`src/rtl/move_scheduler_if.sv`:
```
// Request/command bundle between the three requesters, the engine and move_scheduler.
// The scheduler takes the slave view; whoever drives the requests and the engine ready takes the master view.
interface move_scheduler_if;
    logic       btn_valid;
    logic [2:0] btn_cmd;
    logic       uart_valid;
    logic [2:0] uart_cmd;
    logic [3:0] level;
    logic       pause;
    logic       eng_ready;
    logic       cmd_valid;
    logic [2:0] cmd;
    logic [1:0] cmd_src;
    logic       overrun;

    modport master (
        output btn_valid, btn_cmd, uart_valid, uart_cmd, level, pause, eng_ready,
        input  cmd_valid, cmd, cmd_src, overrun
    );

    modport slave (
        input  btn_valid, btn_cmd, uart_valid, uart_cmd, level, pause, eng_ready,
        output cmd_valid, cmd, cmd_src, overrun
    );
endinterface

```
`src/rtl/move_scheduler.sv`:
```
// Merges button, UART and gravity-timer requests into one valid/ready command stream
// with a one-cycle guard gap after every transfer.
module move_scheduler #(
    parameter int TICK_DIV    = 50000,
    parameter int BASE_PERIOD = 800,
    parameter int STEP        = 50,
    parameter int MIN_PERIOD  = 100
) (
    input  logic             clk_50MHz,
    input  logic             reset_n,
    move_scheduler_if.slave  bus
);

    localparam int             PW         = (TICK_DIV > 1) ? $clog2(TICK_DIV) : 1;
    localparam logic [PW-1:0]  PRESC_LAST = PW'(TICK_DIV - 1);
    localparam logic [19:0]    STEP_W     = 20'(STEP);
    localparam logic [19:0]    BASE_W     = 20'(BASE_PERIOD);
    localparam logic [19:0]    SPAN_W     = 20'(BASE_PERIOD - MIN_PERIOD);
    localparam logic [15:0]    MIN_W      = 16'(MIN_PERIOD);

    localparam logic [2:0] CMD_SOFT = 3'd4;
    localparam logic [2:0] CMD_HARD = 3'd5;
    localparam logic [1:0] SRC_GRAV = 2'd0;
    localparam logic [1:0] SRC_BTN  = 2'd1;
    localparam logic [1:0] SRC_UART = 2'd2;

    typedef enum logic [1:0] {
        ST_IDLE  = 2'd0,
        ST_ISSUE = 2'd1,
        ST_GAP   = 2'd2
    } state_t;

    // Codes 0 and 7 are not commands and never occupy a slot.
    function automatic logic cmd_ok(input logic [2:0] code);
        cmd_ok = (code != 3'd0) && (code != 3'd7);
    endfunction

    state_t         state_r, state_n;
    logic           cmd_valid_r, cmd_valid_n;
    logic [2:0]     cmd_r, cmd_n;
    logic [1:0]     src_r, src_n;
    logic           grant_s;

    logic           b_full_r, u_full_r, g_full_r;
    logic [2:0]     b_cmd_r, u_cmd_r;
    logic           rr_ptr_r;

    logic [PW-1:0]  presc_r;
    logic [15:0]    drop_r;
    logic [19:0]    step_lvl_s;
    logic [15:0]    period_s;
    logic           tick_s, expire_s, grav_clr_s;

    logic [1:0]     win_src_s;
    logic [2:0]     win_cmd_s;
    logic           any_pend_s, xfer_s;
    logic           b_str_s, u_str_s, b_clr_s, u_clr_s, b_free_s, u_free_s;

    assign any_pend_s = g_full_r | b_full_r | u_full_r;
    assign xfer_s     = (state_r == ST_ISSUE) & bus.eng_ready;
    assign grav_clr_s = xfer_s & ((cmd_r == CMD_SOFT) | (cmd_r == CMD_HARD));

    assign b_str_s  = bus.btn_valid & cmd_ok(bus.btn_cmd);
    assign u_str_s  = bus.uart_valid & cmd_ok(bus.uart_cmd);
    assign b_clr_s  = xfer_s & (src_r == SRC_BTN);
    assign u_clr_s  = xfer_s & (src_r == SRC_UART);
    // A slot being emptied by this cycle's transfer can take a new request.
    assign b_free_s = ~b_full_r | b_clr_s;
    assign u_free_s = ~u_full_r | u_clr_s;

    assign bus.overrun   = (b_str_s & ~b_free_s) | (u_str_s & ~u_free_s);
    assign bus.cmd_valid = cmd_valid_r;
    assign bus.cmd       = cmd_r;
    assign bus.cmd_src   = src_r;

    // Gravity period in time units for the current level, floored at MIN_PERIOD.
    always_comb begin
        step_lvl_s = STEP_W * {16'd0, bus.level};
        if (step_lvl_s >= SPAN_W) begin
            period_s = MIN_W;
        end else begin
            period_s = 16'(BASE_W - step_lvl_s);
        end
    end

    assign tick_s   = ~bus.pause & (presc_r == PRESC_LAST);
    assign expire_s = tick_s & (drop_r >= (period_s - 16'd1));

    // Time-unit prescaler and drop counter; frozen by pause, restarted by any drop transfer.
    always_ff @(posedge clk_50MHz) begin
        if (!reset_n) begin
            presc_r <= '0;
            drop_r  <= 16'd0;
        end else if (grav_clr_s) begin
            presc_r <= '0;
            drop_r  <= 16'd0;
        end else if (!bus.pause) begin
            presc_r <= tick_s ? '0 : presc_r + PW'(1);
            if (tick_s) begin
                drop_r <= expire_s ? 16'd0 : drop_r + 16'd1;
            end
        end
    end

    // Gravity slot: a drop transfer clearing it wins over a coincident expiry.
    always_ff @(posedge clk_50MHz) begin
        if (!reset_n) begin
            g_full_r <= 1'b0;
        end else if (grav_clr_s) begin
            g_full_r <= 1'b0;
        end else if (expire_s) begin
            g_full_r <= 1'b1;
        end
    end

    // Button and UART slots.
    always_ff @(posedge clk_50MHz) begin
        if (!reset_n) begin
            b_full_r <= 1'b0;
            b_cmd_r  <= 3'd0;
            u_full_r <= 1'b0;
            u_cmd_r  <= 3'd0;
        end else begin
            if (b_str_s && b_free_s) begin
                b_full_r <= 1'b1;
                b_cmd_r  <= bus.btn_cmd;
            end else if (b_clr_s) begin
                b_full_r <= 1'b0;
            end
            if (u_str_s && u_free_s) begin
                u_full_r <= 1'b1;
                u_cmd_r  <= bus.uart_cmd;
            end else if (u_clr_s) begin
                u_full_r <= 1'b0;
            end
        end
    end

    // Winner selection: gravity first, then round-robin between the user slots.
    always_comb begin
        win_src_s = SRC_GRAV;
        win_cmd_s = CMD_SOFT;
        if (g_full_r) begin
            win_src_s = SRC_GRAV;
            win_cmd_s = CMD_SOFT;
        end else if (b_full_r && u_full_r) begin
            if (rr_ptr_r) begin
                win_src_s = SRC_UART;
                win_cmd_s = u_cmd_r;
            end else begin
                win_src_s = SRC_BTN;
                win_cmd_s = b_cmd_r;
            end
        end else if (b_full_r) begin
            win_src_s = SRC_BTN;
            win_cmd_s = b_cmd_r;
        end else if (u_full_r) begin
            win_src_s = SRC_UART;
            win_cmd_s = u_cmd_r;
        end else begin
            win_src_s = SRC_GRAV;
            win_cmd_s = CMD_SOFT;
        end
    end

    // Round-robin pointer: after a user grant, point at the other user source.
    always_ff @(posedge clk_50MHz) begin
        if (!reset_n) begin
            rr_ptr_r <= 1'b0;
        end else if (grant_s && (win_src_s != SRC_GRAV)) begin
            rr_ptr_r <= (win_src_s == SRC_BTN);
        end
    end

    // FSM state and registered command outputs.
    always_ff @(posedge clk_50MHz) begin
        if (!reset_n) begin
            state_r     <= ST_IDLE;
            cmd_valid_r <= 1'b0;
            cmd_r       <= 3'd0;
            src_r       <= 2'd0;
        end else begin
            state_r     <= state_n;
            cmd_valid_r <= cmd_valid_n;
            cmd_r       <= cmd_n;
            src_r       <= src_n;
        end
    end

    // FSM next state: latch the winner in IDLE, hold it through ISSUE, one quiet GAP cycle.
    always_comb begin
        state_n     = state_r;
        cmd_valid_n = cmd_valid_r;
        cmd_n       = cmd_r;
        src_n       = src_r;
        grant_s     = 1'b0;
        case (state_r)
            ST_IDLE: begin
                if (any_pend_s && !bus.pause) begin
                    state_n     = ST_ISSUE;
                    cmd_valid_n = 1'b1;
                    cmd_n       = win_cmd_s;
                    src_n       = win_src_s;
                    grant_s     = 1'b1;
                end else begin
                    state_n     = ST_IDLE;
                    cmd_valid_n = 1'b0;
                end
            end
            ST_ISSUE: begin
                if (bus.eng_ready) begin
                    state_n     = ST_GAP;
                    cmd_valid_n = 1'b0;
                end else begin
                    state_n     = ST_ISSUE;
                    cmd_valid_n = 1'b1;
                end
            end
            ST_GAP: begin
                state_n     = ST_IDLE;
                cmd_valid_n = 1'b0;
            end
            default: begin
                state_n     = ST_IDLE;
                cmd_valid_n = 1'b0;
            end
        endcase
    end

endmodule
```
`src/flat_wrapper.sv`:
```
// flat-port wrapper written by rule: the top's interface ports become plain ports
module move_scheduler_flat 
#(
    parameter int TICK_DIV    = 50000,
    parameter int BASE_PERIOD = 800,
    parameter int STEP        = 50,
    parameter int MIN_PERIOD  = 100
)
  (clk_50MHz, reset_n, bus_btn_valid, bus_btn_cmd, bus_uart_valid, bus_uart_cmd, bus_level, bus_pause, bus_eng_ready, bus_cmd_valid, bus_cmd, bus_cmd_src, bus_overrun);
  move_scheduler_if bus_i ();
  input  logic clk_50MHz;
  input  logic reset_n;
  input wire logic [$bits(bus_i.btn_valid)-1:0] bus_btn_valid;
  input wire logic [$bits(bus_i.btn_cmd)-1:0] bus_btn_cmd;
  input wire logic [$bits(bus_i.uart_valid)-1:0] bus_uart_valid;
  input wire logic [$bits(bus_i.uart_cmd)-1:0] bus_uart_cmd;
  input wire logic [$bits(bus_i.level)-1:0] bus_level;
  input wire logic [$bits(bus_i.pause)-1:0] bus_pause;
  input wire logic [$bits(bus_i.eng_ready)-1:0] bus_eng_ready;
  output wire logic [$bits(bus_i.cmd_valid)-1:0] bus_cmd_valid;
  output wire logic [$bits(bus_i.cmd)-1:0] bus_cmd;
  output wire logic [$bits(bus_i.cmd_src)-1:0] bus_cmd_src;
  output wire logic [$bits(bus_i.overrun)-1:0] bus_overrun;
  assign bus_i.btn_valid = bus_btn_valid;
  assign bus_i.btn_cmd = bus_btn_cmd;
  assign bus_i.uart_valid = bus_uart_valid;
  assign bus_i.uart_cmd = bus_uart_cmd;
  assign bus_i.level = bus_level;
  assign bus_i.pause = bus_pause;
  assign bus_i.eng_ready = bus_eng_ready;
  assign bus_cmd_valid = bus_i.cmd_valid;
  assign bus_cmd = bus_i.cmd;
  assign bus_cmd_src = bus_i.cmd_src;
  assign bus_overrun = bus_i.overrun;
  move_scheduler #(.TICK_DIV(TICK_DIV), .BASE_PERIOD(BASE_PERIOD), .STEP(STEP), .MIN_PERIOD(MIN_PERIOD)) u_core (.clk_50MHz(clk_50MHz), .reset_n(reset_n), .bus(bus_i));
endmodule
```
`config.mk`:
```
export PLATFORM = sky130hd
export DESIGN_NAME = move_scheduler_flat
export DESIGN_NICKNAME = d
export VERILOG_FILES = /design/src/rtl/move_scheduler_if.sv /design/src/rtl/move_scheduler.sv /design/src/flat_wrapper.sv
export SDC_FILE = /design/constraint.sdc
export NUM_CORES = 1
export LEC_CHECK = 0
export BUFFER_PORTS_ARGS = -buffer_cell sky130_fd_sc_hd__clkbuf_2
export CAP_MARGIN = 40
export CORE_ASPECT_RATIO = 0.75
export CORE_MARGIN = 10
export CORE_UTILIZATION = 50
export CTS_CLUSTER_DIAMETER = 30
export DETAILED_ROUTE_END_ITERATION = 10
export GPL_TIMING_DRIVEN = 1
export PLACE_DENSITY = 0.68
export SETUP_SLACK_MARGIN = 0.15
export SLEW_MARGIN = 0
export SYNTH_ARGS = -nofsm -noshare
export SYNTH_HDL_FRONTEND = slang
export SYNTH_SLANG_ARGS = --single-unit
```
`constraint.sdc`:
```
create_clock -name clk_50MHz -period 9.8 [get_ports clk_50MHz]
set_input_delay 0.49 -clock clk_50MHz [delete_from_list [all_inputs] [get_ports clk_50MHz]]
set_output_delay 0.49 -clock clk_50MHz [all_outputs]
set_load 0.005 [all_outputs]
```
* After elaboration in Yosys (flattened, before gate mapping)
Cells that the tools add are included.
Word-level totals: word-level logic and storage cells 91, bits of input ports 16, output and inout port bits 7, register bits after elaboration 50
Cells by class: multiply operators 1, equality and inequality tests 9, order comparisons 2, add/subtract/negate cells 4, multiplexer cells 24, bitwise gates (word level) 22, reduce and logical (&&, ||, !) cells 17
Operator list (count):
- $mux 16 | 3
- $add 16x1->16 const B | 2
- $eq 16x16->1 const B | 1
- $ge 16x16->1 | 1
- $sub 16x1->16 const B | 1
- $mux 3 | 5
- $mux 2 | 6
- $sub 10x10->11 const A | 1
- $and 1x1->1 | 10
- $ge 10x10->1 const B | 1
- $mul 5x4->9 const A | 1
- $mux 1 | 8
- $logic_and 1x1->1 | 7
- $eq 2x1->1 const B | 3
- $eq 3x3->1 const B | 2
- $ne 3x3->1 const B | 2
- $not 1->1 | 6
- $or 1x1->1 | 6
- $reduce_bool 2->1 | 3
- $reduce_bool 3->1 | 2
- $pmux 2 s2 | 1
- $reduce_and 2->1 | 2
- $eq 2x2->1 const B | 1
- $logic_not 2->1 | 1
- 3 further kinds | 3

* Longest topological paths before layout
depth after elaboration 7, depth in mapped cells 23, depth with buffers taken out 21

* Worst setup path before layout
Ideal clock, no wire load.
path kind input-to-reg, from input port bus_level[0], to register u_core.drop_r[10], buffers on the path 2, arrival time 4.836 ns, library setup time 0.072 ns, setup slack 4.892 ns, stages 23, required time 9.728 ns, path through inv_1 -> ha_1 -> ha_1 -> inv_1 -> fa_1 -> and3b_1 -> nor3_1 -> or2_2 -> clkbuf_1 -> or2_2 -> nand2_1 -> ha_1 -> nand2b_1 -> a2111oi_1 -> o31ai_1 -> nand2_1 -> ha_1 -> a21oi_1 -> o21ai_0 -> a2111oi_0 -> o21ai_1 -> clkbuf_1 -> a21oi_1
Between the ends: longest elaborated chain between the ends 7, elaborated cells between the ends (all ways) 8, classes of those cells add/sub: 2; mul: 1; order compare: 2; mux: 2; bitwise: 1
RTL lines:
- from (decl) | line flat_wrapper.sv:17 | input wire logic [$bits(bus_i.level)-1:0] bus_level;
- $mul 5x4->9 (*) | line move_scheduler.sv:78 | step_lvl_s = STEP_W * {16'd0, bus.level};
- $sub 10x10->11 or $ge 10x10->1 (tied branches) | line move_scheduler.sv:82, move_scheduler.sv:79
- $mux 16 (*) | line move_scheduler.sv:79 | if (step_lvl_s >= SPAN_W) begin
- $sub 16x1->16 (*) | line move_scheduler.sv:87 | assign expire_s = tick_s & (drop_r >= (period_s - 16'd1));
- $ge 16x16->1 (*) | line move_scheduler.sv:87
- $and 1x1->1 (*) | line move_scheduler.sv:87
- $mux 16 (*) | line move_scheduler.sv:100 | drop_r <= expire_s ? 16'd0 : drop_r + 16'd1;
- to (signal assigned) | line move_scheduler.sv:100
- to (decl) | line move_scheduler.sv:49 | logic [15:0] drop_r;
Mark *: on every way between the ends. The rest lies on a longest branch, timed or not. A chain may end at the register's enable or synchronous reset.

* Worst setup path in the final report
from input port bus_level[0], to register u_core.drop_r[12]
Same word-level chain as after synthesis.

==> results.tsv <==
stage	metric	value	unit
clock_tree	cts_resized	0	
sta	layout_setup_ws	4.81	ns
floorplanning	start_util	52.7	%
clock_tree	reg_clk_slew_reported_paths	0.10	ns
synth	netlist_area_before_placement	3130	um^2
pwr	p_comb_share	20.5	%
pwr	worst_ir_drop_vdd	0.0791	mV
layout	combined_area_of_the_multi_input_logic_cells	2040	um^2
pwr	p_clk_share	29.7	%
grt	maximum_number_of_pins_on_one_net_before_global_route_repair	24	
pwr	seqPwrFrac	49.8	%
detailed_routing	drt_iter0_markers	130	
worst_setup_path	wp_data_required	10.05	ns
placed_design	number_of_instances_in_the_placed_design	464	
worst_setup_path	critical_path.endpoint_type	flip-flop	
hold_path	worst_hold_path_type	in2reg	
sta	hold_viol	0	
worst_setup_path	crit_path_cell_trace	clkbuf_2, inv_1, ha_1, ha_1, inv_1, fa_1, and3b_1, nor3_1, or2_2, or2_2, nand2_1, ha_1, nand2b_1, a2111oi_1, o31ai_1, nand2_1, ha_1, a21oi_1, o21ai_0, a2111oi_0, o21ai_1, buf_4, a21boi_1	
grt	global_routing_usage_on_met1	18.0	%
pwr	intPower	0.291	mW
synth	count_of_distinct_cell_types_in_the_synthesized_netlist	52	
layout	ff_latch_area	981	um^2
layout	syn2layout_area_growth	9.23	%
layout	n_antenna_cell	0	
grt	grtUsageMet3	3.52	%
grt	grt_antenna_before_repair	0	
layout	drive_gt1_share	11.9	%
sta	post-route-period-util	50.9	%
synth	synth_flop_cell	dfxtp_1	
clock_tree	cts.hold.buffers_added	0	
pwr	leakage	1.36	nW
grt	wire_length_of_the_first_global_routing_pass	11.7	mm
sta	timing.final.setup_violations	0	
grt	grt_remaining_overflow	0	
floorplanning	floorplan.die.width	111	um
sta	report.final.slew_viol_count	0	
worst_setup_path	arrival_time_of_the_worst_setup_path	5.23	ns
outcome	run_status	finished clean	
synth	synthesis.yosys.warnings	0	
clock_tree	cts_tree	built	
detailed_routing	drtPass1Iterations	4	
grt	grt.total_usage	13.7	%
sta	hold_slack	0.442	ns
floorplanning	fp.dieArea	9860	um^2
layout	fillCellCount	578	
placed_design	place.detailed.hpwl	5.10	mm
layout	layout.cells.non_filler	472	
floorplanning	core_area	5950	um^2
worst_setup_path	path_class	in2reg	
clock_tree	clock_sink_count	49	
clock_tree	clkLatencyLatePin	0.31	ns
worst_setup_path	critPathSlowestCell	a2111oi_1	
sta	maxClockFrequency	201	MHz
worst_setup_path	crit_path_max_fanout	16	
pwr	total_power_density_per_cell_area	121	nW/um^2
placed_design	dp_slack	4.58	ns
sta	final_worst_clock_skew	0.0113	ns
synth	yosys_register_bits	49	
pwr	power.net_switching	0.124	mW
synth	synth_enable_flop_cells	0	
worst_setup_path	timing.critical_path.slowest_cell_delay	0.49	ns
synth	synth_sequential_area_ratio	31.3	%
flow_run	cap_violations	0	
detailed_routing	antenna_violating_nets_post_route	0	
sta	rsz0062_at_grt	false	
layout	finish.net_count	440	
worst_setup_path	critPathMostFrequentCell	ha_1	
detailed_routing	totalWireLength	6.54	mm
detailed_routing	vias_per_cell	5.50	
grt	global_route.peak_usage_layer	met2	
pwr	switching_share	29.9	%
floorplanning	std_cell_rows	24	
sta	timing.setup.tns	0	ns
sta	fin_crit	4.99	ns
detailed_routing	route.vias.total	2594	
clock_tree	clock_path_buffers	2	
synth	postSynth.asyncResetShare	0	%
clock_tree	ctsHtreeMaxLevel	2	
sta	tightest_slew	0.853	ns
detailed_routing	drt_drc_violations_left	0	
worst_setup_path	setup.worst_path.start_class	input port	
placed_design	port-buffer-count	22	
clock_tree	clock_tree.root_cell	clkbuf_8	
detailed_routing	detail_route.wl_per_cell	13.9	um
floorplanning	fp.dieH	88.5	um
floorplanning	design.portCount	23	
clock_tree	cts-buffers-inserted	5	
grt	gr-usage-met2	23.1	%
sta	slew_headroom	42.6	%
clock_tree	cts_setup_buffers	0	
synth	syn_area_per_cell	8.51	um^2
grt	grt_pass1_vias	2568	
synth	synthesis.instances	368	
placed_design	gp_routability_congestion	0.790	
## state kept, by name (all words and copies together) (netlist names)
signal	count
u_core.state_r	2
u_core.drop_r	16
u_core.b_cmd_r	3
u_core.presc_r	16
u_core.u_cmd_r	3
u_core.u_full_r	1
u_core.rr_ptr_r	1
u_core.bus.cmd	3
u_core.b_full_r	1
u_core.g_full_r	1
u_core.bus.cmd_src	2
## layout make-up
type / count / share of cell area, %
Multi-Input combinational cell: 293 / 59.6
Sequential cell: 49 / 28.7
Timing Repair Buffer: 24 / 3.88
Tap cell: 78 / 2.85
Inverter: 20 / 2.20
Clock buffer: 5 / 2.01
Clock inverter: 3 / 0.732
## through the flow
stage,utilization [%],power [mW],cell area [um^2]
3_3_place_gp,55.7,0.293,3310
2_1_floorplan,-,0.274,3150
3_5_place_dp,55.9,0.296,3330
6_report,57.5,0.415,3420
4_1_cts,57.5,0.419,3420
5_1_grt,57.5,0.441,3420
## logic make-up after synthesis
group,synth area share [%]
AND/OR/NAND/NOR,24.0
AO/OA/AOI/OAI,13.7
flip-flops,31.3
XOR/XNOR,11.5
adder cells (fa/ha/maj),12.6
buffers and inverters,4.12
multiplexers,2.56
other,0.120
## worst paths after layout
kind / from / end / slack [ns] / cells past startpoint
max: bus_level[0] / u_core.drop_r[12] / 4.81 / 23
min: bus_uart_cmd[0] / u_core.u_cmd_r[0] / 0.44 / 3
max reg2reg: u_core.presc_r[0] / u_core.drop_r[12] / 7.32 / 6
min reg2reg: u_core.presc_r[1] / u_core.presc_r[1] / 0.49 / 2
## power groups by stage
stage               clock network, mW  logic (mW)  registers (mW)
floorplan                           0      0.0638           0.210
global placement                    0      0.0819           0.211
detailed placement                  0      0.0845           0.211
CTS                             0.128      0.0851           0.207
global route                    0.136      0.0971           0.207
finish                          0.123      0.0852           0.206
## cells in the mapped netlist (2+ instances only)
cell,number,area (um^2)
o31ai_1,2,15.0
o21a_1,2,15.0
buf_2,4,20.0
o22ai_1,2,12.5
o211ai_1,2,15.0
mux2i_1,8,80.1
nor2b_1,2,12.5
and3b_1,3,26.3
clkbuf_1,6,22.5
or4_1,3,22.5
a222oi_1,2,20.0
inv_1,20,75.1
or3_1,10,62.6
nor4_1,6,37.5
nand4_1,9,56.3
and3_1,2,12.5
nand2_1,24,90.1
or2_2,3,18.8
nor2_1,33,124
nand3b_1,3,22.5
nor3_1,13,65.1
a211oi_1,3,22.5
xor2_1,10,87.6
dfxtp_1,49,981
ha_1,30,375
nand4b_1,2,17.5
xnor2_1,31,272
a21oi_2,6,52.6
nor3_2,3,30.0
o21ai_0,12,60.1
nand2b_1,5,31.3
a21oi_1,25,125
nor3b_1,2,15.0
nand3_1,12,60.1
o221ai_1,2,17.5
## worst max-delay path: cells and delay by family
family | cells | cell delay (ns)
simple gates | 7 | 1.26
compound gates | 7 | 1.52
buf+inv | 4 | 0.55
fa+ha+maj | 5 | 1.40
## placed cells by master, fill, tap and decap left out, types with 3 or more instances in the layout
cell type,n
a211oi_1,3
a21oi_1,25
a21oi_2,6
and3b_1,3
clkbuf_2,22
clkbuf_8,5
conb_1,6
dfxtp_1,49
ha_1,30
inv_1,20
mux2i_1,8
nand2_1,24
nand2b_1,5
nand3_1,12
nand3b_1,3
nand4_1,9
nor2_1,33
nor3_1,13
nor3_2,3
nor4_1,6
o21ai_0,12
or2_2,3
or3_1,10
or4_1,3
xnor2_1,31
xor2_1,10
## per-layer routing
metal,vias up,wire length [um]
met5,-,0
met4,0,17
met3,4,191
met2,34,2920
met1,1204,3410
li1,1352,-
Power figures use the tool's default switching activity.
